==> src/rtl/cache_pkg.sv <==
// Shared defaults and state encoding for the single-line cache read buffer.
package cache_pkg;

    localparam int DEFAULT_ADDR_W     = 12;
    localparam int DEFAULT_DATA_W     = 32;
    localparam int DEFAULT_LINE_WORDS = 4;
    localparam int DEFAULT_OFFSET_W   = $clog2(DEFAULT_LINE_WORDS);

    typedef enum logic [1:0] {
        IDLE = 2'd0,
        FILL = 2'd1,
        RESP = 2'd2
    } state_t;

endpackage

==> src/rtl/read_buffer_line_store.sv <==
// Register array holding one cache line: indexed write port, combinational indexed read port.
module read_buffer_line_store #(
    parameter int DATA_W     = 32,
    parameter int LINE_WORDS = 4,
    parameter int IDX_W      = $clog2(LINE_WORDS)
) (
    input  logic              clk,
    input  logic              wr_en,
    input  logic [IDX_W-1:0]  wr_idx,
    input  logic [DATA_W-1:0] wr_data,
    input  logic [IDX_W-1:0]  rd_idx,
    output logic [DATA_W-1:0] rd_data
);

    logic [DATA_W-1:0] words [LINE_WORDS];

    // Contents need no reset; the owner's line_valid flag decides whether they mean anything.
    always_ff @(posedge clk) begin
        if (wr_en) begin
            words[wr_idx] <= wr_data;
        end
    end

    assign rd_data = words[rd_idx];

endmodule

==> src/rtl/cache_read_buffer.sv <==
// Single-line read buffer in front of block RAM: one-cycle hits, sequential line fill on a miss.
module cache_read_buffer
    import cache_pkg::*;
#(
    parameter int ADDR_W     = DEFAULT_ADDR_W,
    parameter int DATA_W     = DEFAULT_DATA_W,
    parameter int LINE_WORDS = DEFAULT_LINE_WORDS
) (
    input  logic              clk,
    input  logic              rst_n,
    input  logic              req_valid,
    output logic              req_ready,
    input  logic [ADDR_W-1:0] req_addr,
    input  logic              inval,
    output logic              bram_en,
    output logic [ADDR_W-1:0] bram_addr,
    input  logic [DATA_W-1:0] bram_rdata,
    output logic              rsp_valid,
    input  logic              rsp_ready,
    output logic [DATA_W-1:0] rsp_data,
    output logic              hit,
    output logic              busy
);

    localparam int OFFSET_W = $clog2(LINE_WORDS);
    localparam int TAG_W    = ADDR_W - OFFSET_W;
    localparam logic [OFFSET_W-1:0] LAST_IDX  = OFFSET_W'(LINE_WORDS - 1);
    localparam logic [OFFSET_W:0]   LINE_CNT  = (OFFSET_W + 1)'(LINE_WORDS);

    state_t state, state_next;

    logic                line_valid;
    logic                inval_pending;
    logic                rd_pending;
    logic [TAG_W-1:0]    stored_tag;
    logic [TAG_W-1:0]    fill_tag;
    logic [OFFSET_W-1:0] fill_offset;
    logic [OFFSET_W-1:0] cap_idx;
    logic [OFFSET_W:0]   issue_cnt;

    logic [TAG_W-1:0]    req_tag;
    logic [OFFSET_W-1:0] req_offset;
    logic                accept;
    logic                is_hit;
    logic                last_capture;
    logic                store_wr;
    logic [OFFSET_W-1:0] rd_idx;
    logic [DATA_W-1:0]   rd_data;

    assign req_tag      = req_addr[ADDR_W-1:OFFSET_W];
    assign req_offset   = req_addr[OFFSET_W-1:0];
    assign accept       = req_valid && req_ready;
    assign is_hit       = line_valid && (req_tag == stored_tag) && !inval;
    assign store_wr     = (state == FILL) && rd_pending;
    assign last_capture = store_wr && (cap_idx == LAST_IDX);
    assign rd_idx       = (state == IDLE) ? req_offset : fill_offset;

    read_buffer_line_store #(
        .DATA_W     (DATA_W),
        .LINE_WORDS (LINE_WORDS),
        .IDX_W      (OFFSET_W)
    ) u_line_store (
        .clk     (clk),
        .wr_en   (store_wr),
        .wr_idx  (cap_idx),
        .wr_data (bram_rdata),
        .rd_idx  (rd_idx),
        .rd_data (rd_data)
    );

    always_ff @(posedge clk) begin
        if (!rst_n) begin
            state <= IDLE;
        end else begin
            state <= state_next;
        end
    end

    always_comb begin
        state_next = state;
        case (state)
            IDLE: begin
                if (accept) begin
                    state_next = is_hit ? RESP : FILL;
                end
            end
            FILL: begin
                if (last_capture) begin
                    state_next = RESP;
                end
            end
            RESP: begin
                if (rsp_ready) begin
                    state_next = IDLE;
                end
            end
            default: state_next = IDLE;
        endcase
    end

    always_comb begin
        req_ready = rst_n && (state == IDLE);
        busy      = (state != IDLE);
    end

    // BRAM data trails its address by one cycle, so rd_pending marks cycles carrying a fill word.
    always_ff @(posedge clk) begin
        if (!rst_n) begin
            line_valid    <= 1'b0;
            inval_pending <= 1'b0;
            rsp_valid     <= 1'b0;
            rsp_data      <= '0;
            bram_en       <= 1'b0;
            bram_addr     <= '0;
            hit           <= 1'b0;
            rd_pending    <= 1'b0;
            issue_cnt     <= '0;
            cap_idx       <= '0;
            stored_tag    <= '0;
            fill_tag      <= '0;
            fill_offset   <= '0;
        end else begin
            hit        <= 1'b0;
            rd_pending <= bram_en;
            case (state)
                IDLE: begin
                    if (inval) begin
                        line_valid <= 1'b0;
                    end
                    if (accept) begin
                        if (is_hit) begin
                            rsp_valid <= 1'b1;
                            rsp_data  <= rd_data;
                            hit       <= 1'b1;
                        end else begin
                            bram_en     <= 1'b1;
                            bram_addr   <= {req_tag, {OFFSET_W{1'b0}}};
                            issue_cnt   <= (OFFSET_W + 1)'(1);
                            cap_idx     <= '0;
                            line_valid  <= 1'b0;
                            fill_tag    <= req_tag;
                            fill_offset <= req_offset;
                        end
                    end
                end
                FILL: begin
                    if (inval) begin
                        inval_pending <= 1'b1;
                    end
                    if (issue_cnt < LINE_CNT) begin
                        bram_addr <= bram_addr + ADDR_W'(1);
                        issue_cnt <= issue_cnt + (OFFSET_W + 1)'(1);
                    end else begin
                        bram_en <= 1'b0;
                    end
                    if (store_wr) begin
                        cap_idx <= cap_idx + OFFSET_W'(1);
                    end
                    // The last word is still on bram_rdata, not yet in the store.
                    if (last_capture) begin
                        line_valid <= !(inval_pending || inval);
                        stored_tag <= fill_tag;
                        rsp_valid  <= 1'b1;
                        rsp_data   <= (fill_offset == LAST_IDX) ? bram_rdata : rd_data;
                    end
                end
                RESP: begin
                    if (inval) begin
                        line_valid <= 1'b0;
                    end
                    if (rsp_ready) begin
                        rsp_valid     <= 1'b0;
                        inval_pending <= 1'b0;
                    end
                end
                default: ;
            endcase
        end
    end

endmodule

==> config.mk <==
export PLATFORM = sky130hd
export DESIGN_NAME = cache_read_buffer
export DESIGN_NICKNAME = d
export VERILOG_FILES = /design/src/rtl/cache_pkg.sv /design/src/rtl/read_buffer_line_store.sv /design/src/rtl/cache_read_buffer.sv
export SDC_FILE = /design/constraint.sdc
export NUM_CORES = 1
export LEC_CHECK = 0
export CELL_PAD_IN_SITES_DETAIL_PLACEMENT = 0
export CELL_PAD_IN_SITES_GLOBAL_PLACEMENT = 1
export CORE_ASPECT_RATIO = 2
export CORE_UTILIZATION = 40
export DETAILED_ROUTE_END_ITERATION = 10
export PLACE_DENSITY_LB_ADDON = 0.3
export SLEW_MARGIN = 20
export SYNTH_ARGS = -nofsm -noshare
export SYNTH_HDL_FRONTEND = slang
export SYNTH_HIERARCHICAL = 1
export SYNTH_SLANG_ARGS = --single-unit
==> constraint.sdc <==
create_clock -name clk -period 7.1 [get_ports clk]
set_clock_uncertainty 0.2 [all_clocks]
set_input_delay 1.065 -clock clk [delete_from_list [all_inputs] [get_ports clk]]
set_output_delay 1.065 -clock clk [all_outputs]
set_load 0.01 [all_outputs]
==> metrics.txt, run 1 <==
DR iter-0 viols 377; nets 770; syn_nets 693; Avg WL per Cell 21.3 µm; first-pass GRT wire length 33.2 mm; Final setup violation count 0; clock-pin slew on the worst setup and hold paths 0.06 ns; clock root buffer clkbuf_16; status finished, final reports clean; # IOs 98; Die Wd 107 µm; pin count of the biggest net entering global routing 54; Die ar. 22600 µm²; initial antenna violation count 0; detailed-route DRC error count 0; via count 5580; Max Clk Rate 0.262 GHz; GRT Total Usage 19.4%; Mapped Area 8790 µm²; routed wire length 21.3 mm; synthesized netlist cell count 637; Mapped Avg Cell Area 13.8 µm²; Core Box Area 21600 µm²; cts bufs inserted 20; CTS H-Tree Depth 1; Final min period 3.81 ns; hold_buf cts 0; clk buf depth 3; Area Growth Syn to Fin 19.7%; CP Data Arrival Time 2.55 ns; post-synthesis simple-gate area fraction 9.72%; met2 usage 37.8%; Post-DRT Antenna Nets 0; Core Rows 76; type of the most critical hold path reg2reg; IO Port Bufs 97; register bit count reported by yosys 207; post-synthesis cell type count 54; crit end category output port; fill count 1882; Power Density 350 nW/µm²; Crit Path Max Fanout 53; layout cells sized above 1 11.3%; pre-CTS setup slack 2.68 ns; adder-cell share of the synthesized area 0.996%; post-CTS setup buffers 0; initial core utilization 40.7%; Slew HR 34.0%; Via density 5.57; Global Route met1 Usage 20.2%; XOR/XNOR share of the synthesized area 0.996%; RSZ-0062 raised after global routing false; vias in the first global route 6057; Top FF cell, synth edfxtp_1; CTS tree done; setup ws final 3.29 ns; final hold viol count 0; CTS Sinks 207; Pins Over Slew Limit 0; Clock Latency Late Sink 0.49 ns; mux contribution to synthesized area 12.6%; share of async-settable or async-resettable flops after synthesis 0%; n_diodes 0; Worst-Margin Slew 0.990 ns; Die Y 212 µm; complex-gate fraction of the synthesized area 10.2%; largest family of logic cells by synthesized area multiplexers; Yosys warning total 6; Global Route met3 Usage 2.49%; final clock period utilization by the worst path 53.7%; Resize count post-CTS 0; Max Cap Violations 0; CP Class in2out; Area after DPL 9870 µm²; EDFF count, synth 128; Worst VDD drop 0.000280 V; Pre-Repair DR Iteration Count 4; Top Usage Layer GRT met2; LEAKAGE 4.09 nW; grt total ovfl 0; critical path data required time 5.83 ns; total negative slack 0 ns; Startpoint Class input pin; sequential cell area fraction in the yosys report 61.7%; dpl hpwl 14.0 mm; Design Area, Final 10500 µm²; Placer Congestion 0.838
metrics by stage:
| stage | util [%] | hold slack, ns | cells | total power [mW] |
|---|---|---|---|---|
| floorplan | - | 0.229 | 637 | 2.30 |
| global placement | 45.7 | 0.236 | 965 | 2.62 |
| detailed placement | 45.7 | 0.246 | 965 | 2.65 |
| CTS | 48.8 | 0.255 | 1001 | 3.72 |
| global route | 48.8 | 0.266 | 1001 | 3.86 |
| finish | 48.8 | 0.254 | 1001 | 3.68 |
per-layer routing:
metal | vias up | share of wire (%)
met2 | 153 | 56
met5 | - | 0
met1 | 2783 | 36
met3 | 45 | 3.8
li1 | 2599 | -
met4 | 0 | 4.0
cell usage after synthesis, drive strengths merged, types with 8 or more instances:
| master | number | area, µm² |
|---|---|---|
| a21boi | 13 | 97.6 |
| buf | 29 | 223 |
| clkbuf | 20 | 75.1 |
| dfxtp | 79 | 1580 |
| edfxtp | 128 | 3840 |
| mux2i | 36 | 360 |
| mux4 | 32 | 728 |
| nand2 | 61 | 229 |
| nand3 | 59 | 295 |
| nor2 | 11 | 41.3 |
| o211a | 32 | 320 |
| o211ai | 8 | 60.1 |
| o21ai | 31 | 155 |
| xnor2 | 10 | 87.6 |
area by class of cell:
| type | count | area [µm²] | area share, % |
|---|---|---|---|
| Multi-Input combinational cell | 374 | 3060 | 29.0 |
| Sequential cell | 207 | 5430 | 51.5 |
| Clock buffer | 26 | 554 | 5.27 |
| Tap cell | 273 | 342 | 3.25 |
| Timing Repair Buffer | 104 | 1020 | 9.68 |
| Clock inverter | 10 | 103 | 0.975 |
| Inverter | 7 | 26.3 | 0.250 |
registers in the layout, summed over array words and instances (netlist names):
name / cells
stored_tag: 10
rsp_data: 32
issue_cnt: 3
fill_tag: 10
rd_pending: 1
fill_offset: 2
rsp_valid: 1
state: 2
cap_idx: 2
bram_addr: 12
line_valid: 1
u_line_store/words: 128
hit: 1
bram_en: 1
inval_pending: 1
power by group:
| group | leakage, nW | total, mW | internal, mW | switching (mW) |
|---|---|---|---|---|
| combinational | 1.97 | 1.14 | 0.523 | 0.616 |
| sequential | 1.79 | 1.47 | 1.38 | 0.0920 |
| clock | 0.326 | 1.07 | 0.625 | 0.440 |
| total | 4.09 | 3.68 | 2.53 | 1.15 |
worst max-delay path, stage by stage:
cell	delay, ns
buf_2	0.68
and2_1	0.24
clkdlybuf4s50_1	0.53
cell usage in the layout, fill, tap and decap left out, drive strengths merged, types with 8 or more instances in the layout:
cell type and count:
buf 8, dfxtp 79, a21boi 13, nor2 11, o21ai 31, mux4 32
mux2i 36, nand2 61, edfxtp 128, o211a 32, clkbuf 26, o211ai 8
nand3 59, clkdlybuf4s50 96, xnor2 10
worst paths after layout:
kind,start,end,slack [ns],depth (start not counted)
worst max-delay path,rst_n,req_ready,3.29,3
worst min-delay path,fill_tag[5],fill_tag[5],0.25,2
worst max register to register,state[0],rsp_data[11],4.03,8
worst min register to register,fill_tag[5],fill_tag[5],0.25,2
cell families after synthesis:
family,Yosys count
flip-flops,207
AND/OR/NAND/NOR,173
AO/OA/AOI/OAI,114
multiplexers,70
buffers and inverters,56
XOR/XNOR,10
adder cells (fa/ha/maj),7
(Power assumes the default switching activity.)
==> inputs of run 2 (changes only) <==
==> constraint.sdc (replaced) <==
create_clock -name clk -period 3.3 [get_ports clk]
set_clock_uncertainty 0.2 [all_clocks]
set_input_delay 0.495 -clock clk [delete_from_list [all_inputs] [get_ports clk]]
set_output_delay 0.495 -clock clk [all_outputs]
set_load 0.01 [all_outputs]
==> run 2 against run 1 <==
  * Wire length is 1.9% lower
  * Combinational power is 130% higher
  * Design area is 2.5% higher
  * Via count is 2.3% higher
  * Highest routed layer unchanged
==> metrics.txt, run 2 (synthesis gave the netlist of run 1 again) <==
Final setup violation count 0; initial antenna violation count 1; Via density 5.62; LEAKAGE 4.19 nW; Pins Over Slew Limit 0; status finished, final reports clean; Startpoint Class flip-flop; crit-path leading delay family buffers and inverters; CTS tree done; detailed-route DRC error count 0; critical path data required time 2.60 ns; pre-CTS setup slack 0.420 ns; post-CTS setup buffers 0; Core Rows 76; initial core utilization 40.7%; vias in the first global route 6049; register with the most flip-flops u_line_store/words; nets 785; type of the most critical hold path reg2reg; first-pass GRT wire length 33.2 mm; Die Wd 107 µm; IO Port Bufs 97; CP Class reg2out; pin count of the biggest net entering global routing 77; Final min period 2.88 ns; CTS Sinks 207; Max Clk Rate 0.347 GHz; Placer Congestion 0.841; Core Box Area 21600 µm²; Area Growth Syn to Fin 22.7%; final hold viol count 0; cts bufs inserted 20; routed wire length 21.0 mm; hold_buf cts 0; grt total ovfl 0; Worst VDD drop 0.000550 V; cell mode on critical path inv_1; Die Y 212 µm; Largest stage delay, worst path 0.58 ns; Die ar. 22600 µm²; clock-pin slew on the worst setup and hold paths 0.07 ns; RSZ-0062 raised after global routing false; GRT Total Usage 19.0%; DR iter-0 viols 539; most frequent cells in the layout edfxtp_1, clkdlybuf4s50_1, dfxtp_1; setup ws final 0.419 ns; Max Cap Violations 0; max reg flops 128; Post-DRT Antenna Nets 0; dpl hpwl 13.6 mm; Slew HR 49.7%; CP bufs+invs 4; leading registers by flop count u_line_store/words x128, rsp_data x32, bram_addr x12; Resize count post-CTS 0; critical path's slowest cell clkdlybuf4s50_1; # IOs 98; total negative slack 0 ns; clock root buffer clkbuf_16; CP Data Arrival Time 2.19 ns; layout cells sized above 1 12.8%; clk buf depth 3; Pre-Repair DR Iteration Count 5; Worst-Margin Slew 0.755 ns; Power Density 762 nW/µm²; CTS H-Tree Depth 1; via count 5711; Avg WL per Cell 20.6 µm; commonest non-fill, non-tap cell in the layout edfxtp_1; crit path cell chain inv_1 > ha_1 > buf_4 > inv_1 > clkdlybuf4s50_1; Crit Path Max Fanout 6; Clock Latency Late Sink 0.49 ns; Final Core Density 50.0%; crit end category output port; final clock period utilization by the worst path 87.3%
==> run 2: changes by cell type in the layout (fill, tap and decap cells not counted), sizes merged <==
cell / previous run / this run
buf: 8 / 23
bufinv: 2 / 4
clkbuf: 26 / 25
clkinv: 7 / 4
clkinvlp: 1 / 3
diode: 0 / 1
==> run 2: worst register-to-register path, delay by kind of cell (launching register included) <==
kind / cells / cell delay (ns)
simple gates: 1 / 0.12
flops: 1 / 0.39
buf+inv: 2 / 0.33
fa+ha+maj: 1 / 0.28
mux: 3 / 1.13
compound gates: 1 / 0.14
==> run 2: worst paths after layout <==
path / depth (start not counted) / end / start / slack (ns)
setup / recovery: 5 / busy / state[0] / 0.42
hold / removal: 2 / fill_tag[9] / fill_tag[9] / 0.25
setup reg to reg: 8 / rsp_data[23] / state[0] / 0.60
hold reg to reg: 2 / fill_tag[9] / fill_tag[9] / 0.25
==> run 2: cell type report <==
class | instances | area, µm²
fillers | 1872 | 10800
flip-flops and latches | 207 | 5430
multi-input cells | 374 | 3060
repair buffers | 119 | 1210
clock buffers | 25 | 562
well taps | 273 | 342
clock inverters | 11 | 160
inverters | 7 | 26.3
diodes | 1 | 2.50
==> run 2: per-layer routing <==
metal	vias up	part of all wire [%]	GRT usage (%)
met2	152	56	36.4
li1	2629	-	-
met1	2887	37	20.9
met5	-	0	0
met3	43	4.1	2.37
met4	0	2.8	7.37
==> run 2: metrics by stage <==
stage               total power, mW  cell area (µm²)  instances  hold slack [ns]
finish                         8.22            10800       1017            0.252
global route                   8.64            10800       1017            0.270
CTS                            8.31            10800       1016            0.256
detailed placement             5.79            10100        980            0.245
global placement               5.74            10100        980            0.235
floorplan                      4.94             8800        637            0.229
==> run 2: where the power goes <==
group / switching (mW) / total (mW) / internal [mW]
registers: 0.173 / 3.15 / 2.97
clock network: 0.974 / 2.50 / 1.53
logic: 1.35 / 2.57 / 1.22
total: 2.49 / 8.22 / 5.72
